[src/rtl/apb_input_sampler.sv]
// APB input sampler: synchronizes NUM_PORTS byte-wide inputs, records rising and
// falling edges, and snapshots every input change into a FIFO readable over APB.
module apb_input_sampler #(
    parameter int NUM_PORTS   = 2,
    parameter int SYNC_STAGES = 2,
    parameter int FIFO_DEPTH  = 8
) (
    input  logic                   PCLK,
    input  logic                   PRESET,
    input  logic                   PSEL,
    input  logic                   PENABLE,
    input  logic                   PWRITE,
    input  logic [4:0]             PADDR,
    input  logic [7:0]             PWDATA,
    output logic [7:0]             PRDATA,
    output logic                   PREADY,
    input  logic [8*NUM_PORTS-1:0] PIN,
    output logic                   IRQ
);
    localparam int         W         = 8 * NUM_PORTS;
    localparam int         PW        = $clog2(FIFO_DEPTH);
    localparam logic [2:0] ARM_DONE  = 3'(SYNC_STAGES + 1);
    localparam logic [4:0] DEPTH_CNT = 5'(FIFO_DEPTH);

    logic [W-1:0]  r_sync [SYNC_STAGES];
    logic [W-1:0]  r_prev;
    logic [2:0]    r_arm;
    logic [W-1:0]  r_rise;
    logic [W-1:0]  r_fall;
    logic [W-1:0]  r_irqen;
    logic          r_capen;
    logic          r_ovf;
    logic          r_irq;
    logic [7:0]    r_prdata;
    logic [W-1:0]  r_mem [FIFO_DEPTH];
    logic [PW-1:0] r_wr_ptr;
    logic [PW-1:0] r_rd_ptr;
    logic [4:0]    r_count;

    logic [W-1:0]  w_live;
    logic [W-1:0]  w_head;
    logic [W-1:0]  w_rise_set;
    logic [W-1:0]  w_fall_set;
    logic [W-1:0]  w_rise_clr;
    logic [W-1:0]  w_fall_clr;
    logic          w_armed;
    logic          w_acc_wr;
    logic          w_setup_rd;
    logic          w_full;
    logic          w_empty;
    logic          w_flush;
    logic          w_pop_req;
    logic          w_do_pop;
    logic          w_push_req;
    logic          w_do_push;
    logic          w_ovf_set;
    logic          w_ovf_clr;
    logic [7:0]    w_stat;
    logic [7:0]    w_rdata;

    assign w_live     = r_sync[SYNC_STAGES-1];
    assign w_armed    = (r_arm == ARM_DONE);
    assign w_acc_wr   = PSEL & PENABLE & PWRITE;
    assign w_setup_rd = PSEL & ~PENABLE & ~PWRITE;
    assign w_full     = (r_count == DEPTH_CNT);
    assign w_empty    = (r_count == 5'd0);
    assign w_head     = w_empty ? '0 : r_mem[r_rd_ptr];
    assign w_stat     = {r_ovf, w_full, w_empty, r_count};

    // Edges are only trusted once the synchronizer and PREV hold post-reset samples.
    assign w_rise_set = w_armed ? (w_live & ~r_prev) : '0;
    assign w_fall_set = w_armed ? (~w_live & r_prev) : '0;

    assign w_flush    = w_acc_wr && (PADDR == 5'h11) && PWDATA[1];
    assign w_pop_req  = w_acc_wr && (PADDR == 5'h12);
    assign w_do_pop   = w_pop_req && !w_empty;
    assign w_push_req = w_armed && r_capen && (w_live != r_prev);
    assign w_do_push  = w_push_req && (!w_full || w_do_pop);
    assign w_ovf_set  = w_push_req && w_full && !w_do_pop && !w_flush;
    assign w_ovf_clr  = w_acc_wr && (PADDR == 5'h10) && PWDATA[7];

    assign PREADY = 1'b1;
    assign PRDATA = r_prdata;
    assign IRQ    = r_irq;

    always_comb begin
        w_rise_clr = '0;
        w_fall_clr = '0;
        for (int p = 0; p < NUM_PORTS; p++) begin
            if (w_acc_wr && (PADDR == 5'(4 + p))) w_rise_clr[8*p +: 8] = PWDATA;
            if (w_acc_wr && (PADDR == 5'(8 + p))) w_fall_clr[8*p +: 8] = PWDATA;
        end
    end

    always_comb begin
        w_rdata = 8'h00;
        for (int p = 0; p < NUM_PORTS; p++) begin
            if (PADDR == 5'(p))      w_rdata = w_live[8*p +: 8];
            if (PADDR == 5'(4 + p))  w_rdata = r_rise[8*p +: 8];
            if (PADDR == 5'(8 + p))  w_rdata = r_fall[8*p +: 8];
            if (PADDR == 5'(12 + p)) w_rdata = r_irqen[8*p +: 8];
            if (PADDR == 5'(20 + p)) w_rdata = w_head[8*p +: 8];
        end
        if (PADDR == 5'h10) w_rdata = w_stat;
        if (PADDR == 5'h11) w_rdata = {7'd0, r_capen};
    end

    // Input synchronizer, arming counter, edge flags and control registers
    always_ff @(posedge PCLK) begin
        if (PRESET) begin
            for (int s = 0; s < SYNC_STAGES; s++) r_sync[s] <= '0;
            r_prev   <= '0;
            r_arm    <= 3'd0;
            r_rise   <= '0;
            r_fall   <= '0;
            r_irqen  <= '0;
            r_capen  <= 1'b0;
            r_ovf    <= 1'b0;
            r_irq    <= 1'b0;
            r_prdata <= 8'h00;
        end else begin
            r_sync[0] <= PIN;
            for (int s = 1; s < SYNC_STAGES; s++) r_sync[s] <= r_sync[s-1];
            r_prev <= w_live;
            if (!w_armed) r_arm <= r_arm + 3'd1;
            r_rise <= (r_rise & ~w_rise_clr) | w_rise_set;
            r_fall <= (r_fall & ~w_fall_clr) | w_fall_set;
            for (int p = 0; p < NUM_PORTS; p++) begin
                if (w_acc_wr && (PADDR == 5'(12 + p))) r_irqen[8*p +: 8] <= PWDATA;
            end
            if (w_acc_wr && (PADDR == 5'h11)) r_capen <= PWDATA[0];
            r_ovf <= w_ovf_set | (r_ovf & ~w_ovf_clr);
            r_irq <= |((r_rise | r_fall) & r_irqen);
            if (w_setup_rd) r_prdata <= w_rdata;
        end
    end

    // Snapshot FIFO bookkeeping; flush overrides any same-cycle push or pop
    always_ff @(posedge PCLK) begin
        if (PRESET || w_flush) begin
            r_wr_ptr <= '0;
            r_rd_ptr <= '0;
            r_count  <= 5'd0;
        end else begin
            if (w_do_push) r_wr_ptr <= r_wr_ptr + 1'b1;
            if (w_do_pop)  r_rd_ptr <= r_rd_ptr + 1'b1;
            if (w_do_push && !w_do_pop)      r_count <= r_count + 5'd1;
            else if (!w_do_push && w_do_pop) r_count <= r_count - 5'd1;
        end
    end

    always_ff @(posedge PCLK) begin
        if (w_do_push && !w_flush && !PRESET) r_mem[r_wr_ptr] <= w_live;
    end

endmodule

[config.mk]
export PLATFORM = sky130hd
export DESIGN_NAME = apb_input_sampler
export DESIGN_NICKNAME = d
export VERILOG_FILES = /design/src/rtl/apb_input_sampler.sv
export SDC_FILE = /design/constraint.sdc
export NUM_CORES = 1
export LEC_CHECK = 0
export CORE_AREA = 8 8 143 158
export DETAILED_ROUTE_END_ITERATION = 8
export DIE_AREA = 0 0 151 166
export PLACE_DENSITY = 0.87
export SYNTH_ARGS = -nofsm -noshare
export SYNTH_HDL_FRONTEND = slang
export SYNTH_SLANG_ARGS = --single-unit
[constraint.sdc]
create_clock -name PCLK -period 4.15 [get_ports PCLK]
set_input_delay 1.245 -clock PCLK [delete_from_list [all_inputs] [get_ports PCLK]]
set_output_delay 1.245 -clock PCLK [all_outputs]
set_load 0.05 [all_outputs]
# Word-level counts from Yosys, hierarchy flattened
# Memory sizes are Yosys's and may differ from the RTL's. A register that Yosys moved wholly into a read port is not among the register bits.
# Index checks and enable logic that the tools add are counted.
# op_classes
reduce_logical,34
n_addsub,5
n_eq_ne,15
bitwise_logic,23
mux,30
# op_table
cell,count
$mux W8,16
$and A16 B16 Y16,5
$mux W16,5
$not A16 Y16,4
$or A16 B16 Y16,3
$eq A5 B4 Y1 const B,5
$eq A5 B5 Y1 const B,5
$logic_and A1 B1 Y1,22
$ne A16 B16 Y1,1
$reduce_or A16 Y1,1
$eq A5 B3 Y1 const B,2
$logic_not A5 Y1,2
$mux W5,2
$add A3 B1 Y3 const B,3
$logic_not A1 Y1,6
$mux W3,2
$add A5 B1 Y5 const B,1
$and A1 B1 Y1,5
$eq A5 B1 Y1 const B,1
$mux W1,5
$sub A5 B1 Y5 const B,1
$eq A3 B2 Y1 const B,1
$not A1 Y1,3
$or A1 B1 Y1,3
other kinds (2),3
# word_totals
mem_count,2
inputBits,34
ram_bits,160
ff_bits,89
# memory_table
memory,depth,width,rd,rd_clocked_by_memory_dff,write_ports,line,text
r_mem,8,16,1,1,1,35,logic [W-1:0] r_mem [FIFO_DEPTH];
r_sync,2,16,2,0,2,25,logic [W-1:0] r_sync [SYNC_STAGES];

# Logic depth before layout (Yosys ltp)
# Gate-level depths: netlist (run 1).
# logic_depth
ltp_word,13
mapped_depth,14
mapped_depth_nobuf,13

# Worst setup path after synthesis (run 1)
# OpenSTA, ideal clock, no wires.
# synth_path
path_kind,input-to-reg
startpoint,in PADDR[2]
endpoint,mem r_mem[6][0] (netlist bit) (enable)
t_arrival_ns,3.668
cell_stages,6
slack_ns,0.069
path_buffers,1
path_cell_list,buf_2 -> or3b_1 -> or3_4 -> nand2_1 -> nand3_1 -> nor3b_1
# synth_between
elab_chain_cells,9
# synth_lines
item,line,text
"start, declared",13,"input logic [4:0] PADDR,"
$eq A5 B5 Y1,75,assign w_pop_req = w_acc_wr && (PADDR == 5'h12);
$logic_and A1 B1 Y1,75,
$logic_and A1 B1 Y1,76,assign w_do_pop = w_pop_req && !w_empty;
$logic_or A1 B1 Y1,78,assign w_do_push = w_push_req && (!w_full || w_do_pop);
$logic_and A1 B1 Y1,78,
$logic_and A1 B1 Y1 * (2 in a row),153,if (w_do_push && !w_flush && !PRESET) r_mem[r_wr_ptr] <= w_live;
$mux W1 *,153,
$mux W1 (not written as such) *,153,
"end, declared",35,
# Every way passes the cells marked *; elsewhere a longest branch is shown, timed or not.

# Worst setup path in the final report (run 1)
# layout_path
startpoint,in PADDR[4]
endpoint,reg r_count[4]
# layout_between
elab_chain_cells,8
# layout_lines
item,line,text
$eq A5 B5 Y1 *,75,
$logic_and A1 B1 Y1 *,75,
$logic_and A1 B1 Y1 *,76,
$logic_or A1 B1 Y1 *,78,
$logic_and A1 B1 Y1 *,78,
named net w_do_push,55,logic w_do_push;
$logic_not A1 Y1,148,else if (!w_do_push && w_do_pop) r_count <= r_count - 5'd1;
$logic_and A1 B1 Y1,148,
$reduce_bool A2 Y1 (no line),--,
"end signal, assigned",147,if (w_do_push && !w_do_pop) r_count <= r_count + 5'd1;
"end signal, assigned",148,
"end, declared",38,logic [4:0] r_count;
# The timed path passes the listed nets; every way through them passes the cells marked *.
# A chain may end at the register's enable or synchronous reset.

==> results of run 1 <==
==> kinds of logic after synthesis <==
kind of cell / Yosys count / share of synthesized area (%)
adder cells (fa/ha/maj): 41 / 4.86
multiplexers: 79 / 10.9
AND/OR/NAND/NOR: 254 / 11.7
AO/OA/AOI/OAI: 150 / 9.44
buffers and inverters: 85 / 3.24
flip-flops: 252 / 59.1
other: 1 / 0.0350
XOR/XNOR: 9 / 0.736
==> placed cells by master, fill, tap and decap left out, drive strengths merged, types with 30 or more instances in the layout <==
master	instances
nor2	95
buf	39
clkdlybuf4s50	41
mux2i	47
inv	43
o21ai	40
ha	40
dfxtp	124
a22oi	33
nand2	59
mux4	30
edfxtp	128
nor2b	40
==> area by class of cell <==
class	count	area, sq um
Inverter	40	150
Clock buffer	25	604
Sequential cell	252	6330
Tap cell	256	320
Multi-Input combinational cell	534	4050
Fill cell	1462	7760
Timing Repair Buffer	80	716
Clock inverter	19	170
==> report_power, final <==
part           switching (mW)  internal [mW]  total [mW]
registers              0.0264           2.64        2.66
clock network           0.969           1.15        2.12
logic                   0.140         0.0932       0.234
==> routing by layer <==
layer	wire, um	GRT usage [%]	share of wire [%]	up-vias
met5	0	0	0	-
met4	1390	10.7	5.4	0
met2	12500	33.6	49	457
met1	9630	24.8	38	3504
met3	2010	2.43	7.8	94
li1	-	-	-	3308
==> stage by stage <==
stage          instances  setup WS [ns]
6_report            1206          0.435
5_1_grt             1206          0.278
4_1_cts             1206          0.439
3_5_place_dp        1162        -0.0995
3_3_place_gp        1162        -0.0300
2_1_floorplan        871         0.0692
==> registers in the layout (all words and copies together) (netlist names), named ones only <==
| register | flops |
|---|---|
| IRQ | 1 |
| PRDATA | 8 |
| r_arm | 3 |
| r_capen | 1 |
| r_count | 5 |
| r_fall | 16 |
| r_irqen | 16 |
| r_mem | 128 |
| r_ovf | 1 |
| r_prev | 16 |
| r_rd_ptr | 3 |
| r_rise | 16 |
| r_sync | 32 |
| r_wr_ptr | 3 |
==> how the worst max path moves through the flow <==
stage,startpoint,end,slack [ns],cells after the start
after floorplan,PADDR[2],r_mem[6][0]$_DFFE_PP_,0.07,6
after global placement,PADDR[4],r_count[4]$_SDFFE_PP0P_,-0.03,12
after detailed placement,PADDR[4],r_count[4]$_SDFFE_PP0P_,-0.1,12
after CTS,PADDR[4],r_count[4]$_SDFFE_PP0P_,0.44,12
after global routing,PADDR[4],r_count[4]$_SDFFE_PP0P_,0.28,12
final,PADDR[4],r_count[4]$_SDFFE_PP0P_,0.44,12
==> flow_metrics.py, run 1 <==
metrics = {
    "global_route": {
        "grt_max_degree": 111,
        "grt_pass1_vias": 7199,
        "antenna_found_initial": 0,
        "gr-total-overflow": 0,
        "grt_pass1_wl_um": 39500,
        "track_usage_pct": 20.1,
    },
    "timing": {
        "clock.fmax_mhz": 269,
        "max_slew_margin_pct": 24.1,
        "fin_skew_ns": 0.0279,
        "finalCriticalPeriod_ns": 3.71,
        "setup_viol": 0,
        "post-route-period-util_pct": 89.5,
        "maxSlewViolCount": 0,
        "grt_setup_unrepaired": "no",
        "fin_tns_setup_ns": 0,
        "whs_ns": 0.432,
        "hold_violations": 0,
        "worst_slew_pin_slew_ns": 1.14,
    },
    "synthesis": {
        "syn_nets": 946,
        "seq_area_frac_synth_pct": 59.1,
        "ys_warn_count": 0,
        "synth_area_sq_um": 10700,
        "avgSynthCellArea_sq_um": 12.3,
        "synth_flop_cell": "edfxtp_1",
        "synth.most_common_cell": "edfxtp_1",
        "synthCells": 871,
        "ys_types": 61,
        "synth_async_sr_flop_share_pct": 0,
        "yosysTopAreaCell": "edfxtp_1",
        "synth.ff_latch_count": 252,
        "yosys-top-cells-count": "edfxtp_1 (128), dfxtp_1 (124), nor2_1 (94)",
        "ys_top_cells_by_area": "edfxtp_1 (36%), dfxtp_1 (23%), mux4_2 (6.3%)",
        "yosys.area.top_type_share_pct": 35.9,
        "synth_edf_count": 128,
    },
    "clock_network": {
        "clock_sinks": 252,
        "cts_hold_buf": 0,
        "cts_tree": "yes",
        "post-cts-setup-buffers": 0,
        "htree_levels": 1,
        "clk_latency_ns": 0.53,
        "cts_buffer_depth": 3,
        "cts.clk_slew.worst_paths_ns": 0.07,
        "cts_made_buffers": 24,
        "post_cts_resized": 0,
        "cts_root_buf": "clkbuf_16",
    },
    "critical_path": {
        "arrival_ns": 4.17,
        "critical-path-top-delay-family": "simple AND/OR/NAND/NOR gates",
        "required_ns": 4.61,
        "critPathBufInv": 2,
        "startpoint_type": "input port",
        "reg2reg_slack_ns": 0.97,
        "ff2ff_path_depth": 13,
        "cp_slowest_cell": "clkdlybuf4s50_1",
        "max_stage_delay_ns": 0.48,
        "r2r_end": "r_count[4]$_SDFFE_PP0P_",
        "cp_max_fo": 4,
        "end_kind": "flop",
        "r2r_start": "r_sync[0][28]$_SDFF_PP0_",
        "crit_top_cell": "a21oi_1",
        "crit_chain": "clkdlybuf4s50_1 > or3b_1 > or3_4 > a21oi_4 > ha_1 > inv_1 > fa_1 > a21o_1 > a21oi_1 > xnor2_1 > or3_1 > a21oi_1",
        "path_class": "input port to flop",
    },
    "final_layout": {
        "area_growth_pct": 15.2,
        "diodes": 0,
        "nets": 1007,
        "fin_area_sq_um": 12300,
        "drive_gt1_share_pct": 13.3,
        "post-route-util_pct": 61.4,
    },
    "routing": {
        "drcViolationCount": 0,
        "wl_per_cell_um": 21.2,
        "viasPerCell": 6.11,
        "totalWireLength_um": 25600,
        "drt_pass1_iterations": 6,
        "vias": 7363,
        "final_antenna_net_count": 0,
        "drtIter0Drc": 794,
    },
    "place": {
        "io_buffer_count": 42,
        "dpl.hpwl_um": 16700,
        "placed_area_sq_um": 11600,
        "gp_congestion": 0.918,
    },
    "power_and_ir_drop": {
        "powerDensity_nw_per_um2": 407,
        "fin_total_pwr_mw": 5.02,
        "peakVddDrop_mv": 0.453,
        "leakage_nw": 4.26,
    },
    "worst_hold_path": {
        "hold_end": "r_sync[0][16]$_SDFF_PP0_",
        "hp-class": "flop to flop",
        "holdCritStartpoint": "r_sync[0][0]$_SDFF_PP0_",
        "whs_path_depth": 1,
    },
    "die": {
        "die_y_um": 166,
        "row_count": 55,
        "die-area_sq_um": 25100,
        "initial_utilization_pct": 53.3,
        "core-area_sq_um": 20100,
        "io_pins": 44,
        "die_w_um": 151,
    },
    "job": {
        "drv_cap": 0,
    },
    "run_status": {
        "status": "completed",
    },
}
No activity file was read; power rests on OpenSTA's default activity.
==> run 2, diff against run 1 <==
--- a/config.mk
+++ b/config.mk
@@ -5,9 +5,10 @@
 export SDC_FILE = /design/constraint.sdc
 export NUM_CORES = 1
 export LEC_CHECK = 0
-export CORE_AREA = 8 8 143 158
+export CORE_AREA = 2 2 137 152
 export DETAILED_ROUTE_END_ITERATION = 8
-export DIE_AREA = 0 0 151 166
+export DIE_AREA = 0 0 139 154
+export GPL_TIMING_DRIVEN = 0
 export PLACE_DENSITY = 0.87
 export SYNTH_ARGS = -nofsm -noshare
 export SYNTH_HDL_FRONTEND = slang
==> run 2 against run 1 <==
- sequential share of layout area is 0.16 points higher
- sequential power hardly changed
- cell count is 0.33% higher
- critical path depth stayed put
- count of clock-buffer cells in the layout is 12 higher
- setup slack worse by 0.25 ns
- fmax is 6.4% lower
- worst hold slack better by 0.0017 ns
- utilization is 0.93 points higher
- clock power is 2% higher
- power is 1.2% higher
- largest cell class unchanged
==> flow_metrics.py, run 2 (same netlist as run 1, synthesis figures left out) <==
metrics = {
    "clock_network": {
        "cts.clk_slew.worst_paths_ns": 0.06,
        "cts_buffer_depth": 3,
        "htree_levels": 1,
        "post-cts-setup-buffers": 0,
        "cts_made_buffers": 24,
        "clock_sinks": 252,
        "cts_root_buf": "clkbuf_16",
        "cts_hold_buf": 0,
        "clk_latency_ns": 0.53,
        "cts_tree": "yes",
    },
    "critical_path": {
        "required_ns": 4.60,
        "startpoint_type": "input port",
        "max_stage_delay_ns": 0.51,
        "path_class": "input port to flop",
        "cp_slowest_cell": "clkdlybuf4s50_1",
        "end_kind": "flop",
        "arrival_ns": 4.42,
        "ff2ff_path_depth": 12,
        "crit_top_cell": "a21oi_1",
        "crit_chain": "clkdlybuf4s50_1 > nand3_2 > or3_4 > a21oi_4 > ha_1 > inv_1 > fa_1 > a21o_1 > a21oi_1 > xnor2_1 > or3_1 > a21oi_1",
        "cp_max_fo": 10,
    },
    "power_and_ir_drop": {
        "powerDensity_nw_per_um2": 413,
        "fin_total_pwr_mw": 5.08,
        "leakage_nw": 4.23,
        "peakVddDrop_mv": 0.315,
    },
    "die": {
        "die-area_sq_um": 21400,
        "core-area_sq_um": 19700,
        "die_y_um": 154,
        "die_w_um": 139,
        "initial_utilization_pct": 54.3,
        "io_pins": 44,
        "row_count": 54,
    },
    "timing": {
        "whs_ns": 0.434,
        "hold_violations": 0,
        "fin_skew_ns": 0.0162,
        "worst_slew_pin_slew_ns": 1.04,
        "max_slew_margin_pct": 30.8,
        "finalCriticalPeriod_ns": 3.97,
        "grt_setup_unrepaired": "no",
        "setup_viol": 0,
        "maxSlewViolCount": 0,
        "clock.fmax_mhz": 252,
        "post-route-period-util_pct": 95.6,
    },
    "final_layout": {
        "diodes": 0,
        "fin_area_sq_um": 12300,
        "area_growth_pct": 14.9,
        "nets": 1015,
        "largest_register": "r_mem",
        "largestRegisters": "r_mem (128), r_sync (32)",
        "drive_gt1_share_pct": 11.5,
        "layout_commonest_cell": "edfxtp_1",
        "fill_cells": 1471,
        "multiInputGateArea_sq_um": 4070,
        "largest_reg_flops": 128,
        "seq_area_sq_um": 6330,
        "final_cell_mix": "edfxtp_1 (128), dfxtp_1 (124), nor2_1 (93)",
    },
    "global_route": {
        "grt_pass1_wl_um": 41200,
        "gr-total-overflow": 0,
        "use_met2_pct": 43.1,
        "grtUsageMet3_pct": 3.61,
        "top_usage_layer": "met2",
        "met1_usage_pct": 30.4,
        "grt_max_degree": 17,
        "track_usage_pct": 24.8,
        "antenna_found_initial": 0,
        "grt_pass1_vias": 7374,
    },
    "job": {
        "drv_cap": 0,
    },
    "routing": {
        "final_antenna_net_count": 0,
        "viasPerCell": 6.29,
        "drt_pass1_iterations": 6,
        "drcViolationCount": 0,
        "totalWireLength_um": 26800,
        "drtIter0Drc": 909,
        "vias": 7616,
        "wl_per_cell_um": 22.1,
    },
    "place": {
        "io_buffer_count": 39,
        "dpl.hpwl_um": 18600,
        "gp_congestion": 0.994,
        "placed_area_sq_um": 11500,
    },
    "worst_hold_path": {
        "hp-class": "flop to flop",
        "whs_path_depth": 1,
    },
    "run_status": {
        "status": "completed",
    },
}
run 2: per-stage QoR:
stage / util [%] / TNS (ns) / setup WS, ns / instances
floorplan: - / 0 / 0.0692 / 871
global placement: 57.8 / -92.59 / -1.49 / 1162
CTS: 62.2 / 0 / 0.00785 / 1210
global route: 62.3 / 0 / 0.00420 / 1210
detailed placement: 58.2 / -16.51 / -0.502 / 1166
finish: 62.3 / 0 / 0.183 / 1210
run 2: power breakdown:
part | leakage (nW) | internal (mW) | switching (mW)
Combinational | 1.64 | 0.0873 | 0.143
Clock | 0.399 | 1.24 | 0.927
Sequential | 2.19 | 2.64 | 0.0375
run 2: worst paths after layout:
| path | from | endpoint | slack (ns) |
|---|---|---|---|
| max reg2reg | r_sync[0][25]$_SDFF_PP0_ | r_count[4]$_SDFFE_PP0P_ | 0.48 |
| min reg2reg | r_sync[0][13]$_SDFF_PP0_ | r_sync[0][29]$_SDFF_PP0_ | 0.43 |
| min | r_sync[0][13]$_SDFF_PP0_ | r_sync[0][29]$_SDFF_PP0_ | 0.43 |
| max | PSEL | r_count[4]$_SDFFE_PP0P_ | 0.18 |
run 2: final cells by class:
class | instances | area share (%)
Clock buffer | 37 | 6.06
Buffer | 45 | 1.60
Inverter | 40 | 1.22
Timing Repair Buffer | 43 | 3.58
Tap cell | 252 | 2.56
Sequential cell | 252 | 51.4
Clock inverter | 7 | 0.407
Multi-Input combinational cell | 534 | 33.1
run 2: critical path, delay by kind of cell:
kind | cells | cell delay, ns
xor+xnor | 1 | 0.09
buf+inv | 2 | 0.62
simple gates | 3 | 1.10
compound gates | 4 | 0.69
fa+ha+maj | 2 | 0.64
run 2: per-layer routing:
layer	vias up	part of all wire, %
met5	-	0
met4	0	5.6
met3	110	9.6
met2	504	49
met1	3674	36
li1	3328	-
run 2: timing repair:
item,4_1_cts,5_1_grt
pin swaps,0,0
hold endpoints to repair,0,0
gates resized for setup,1,4
setup endpoints to repair,1,1
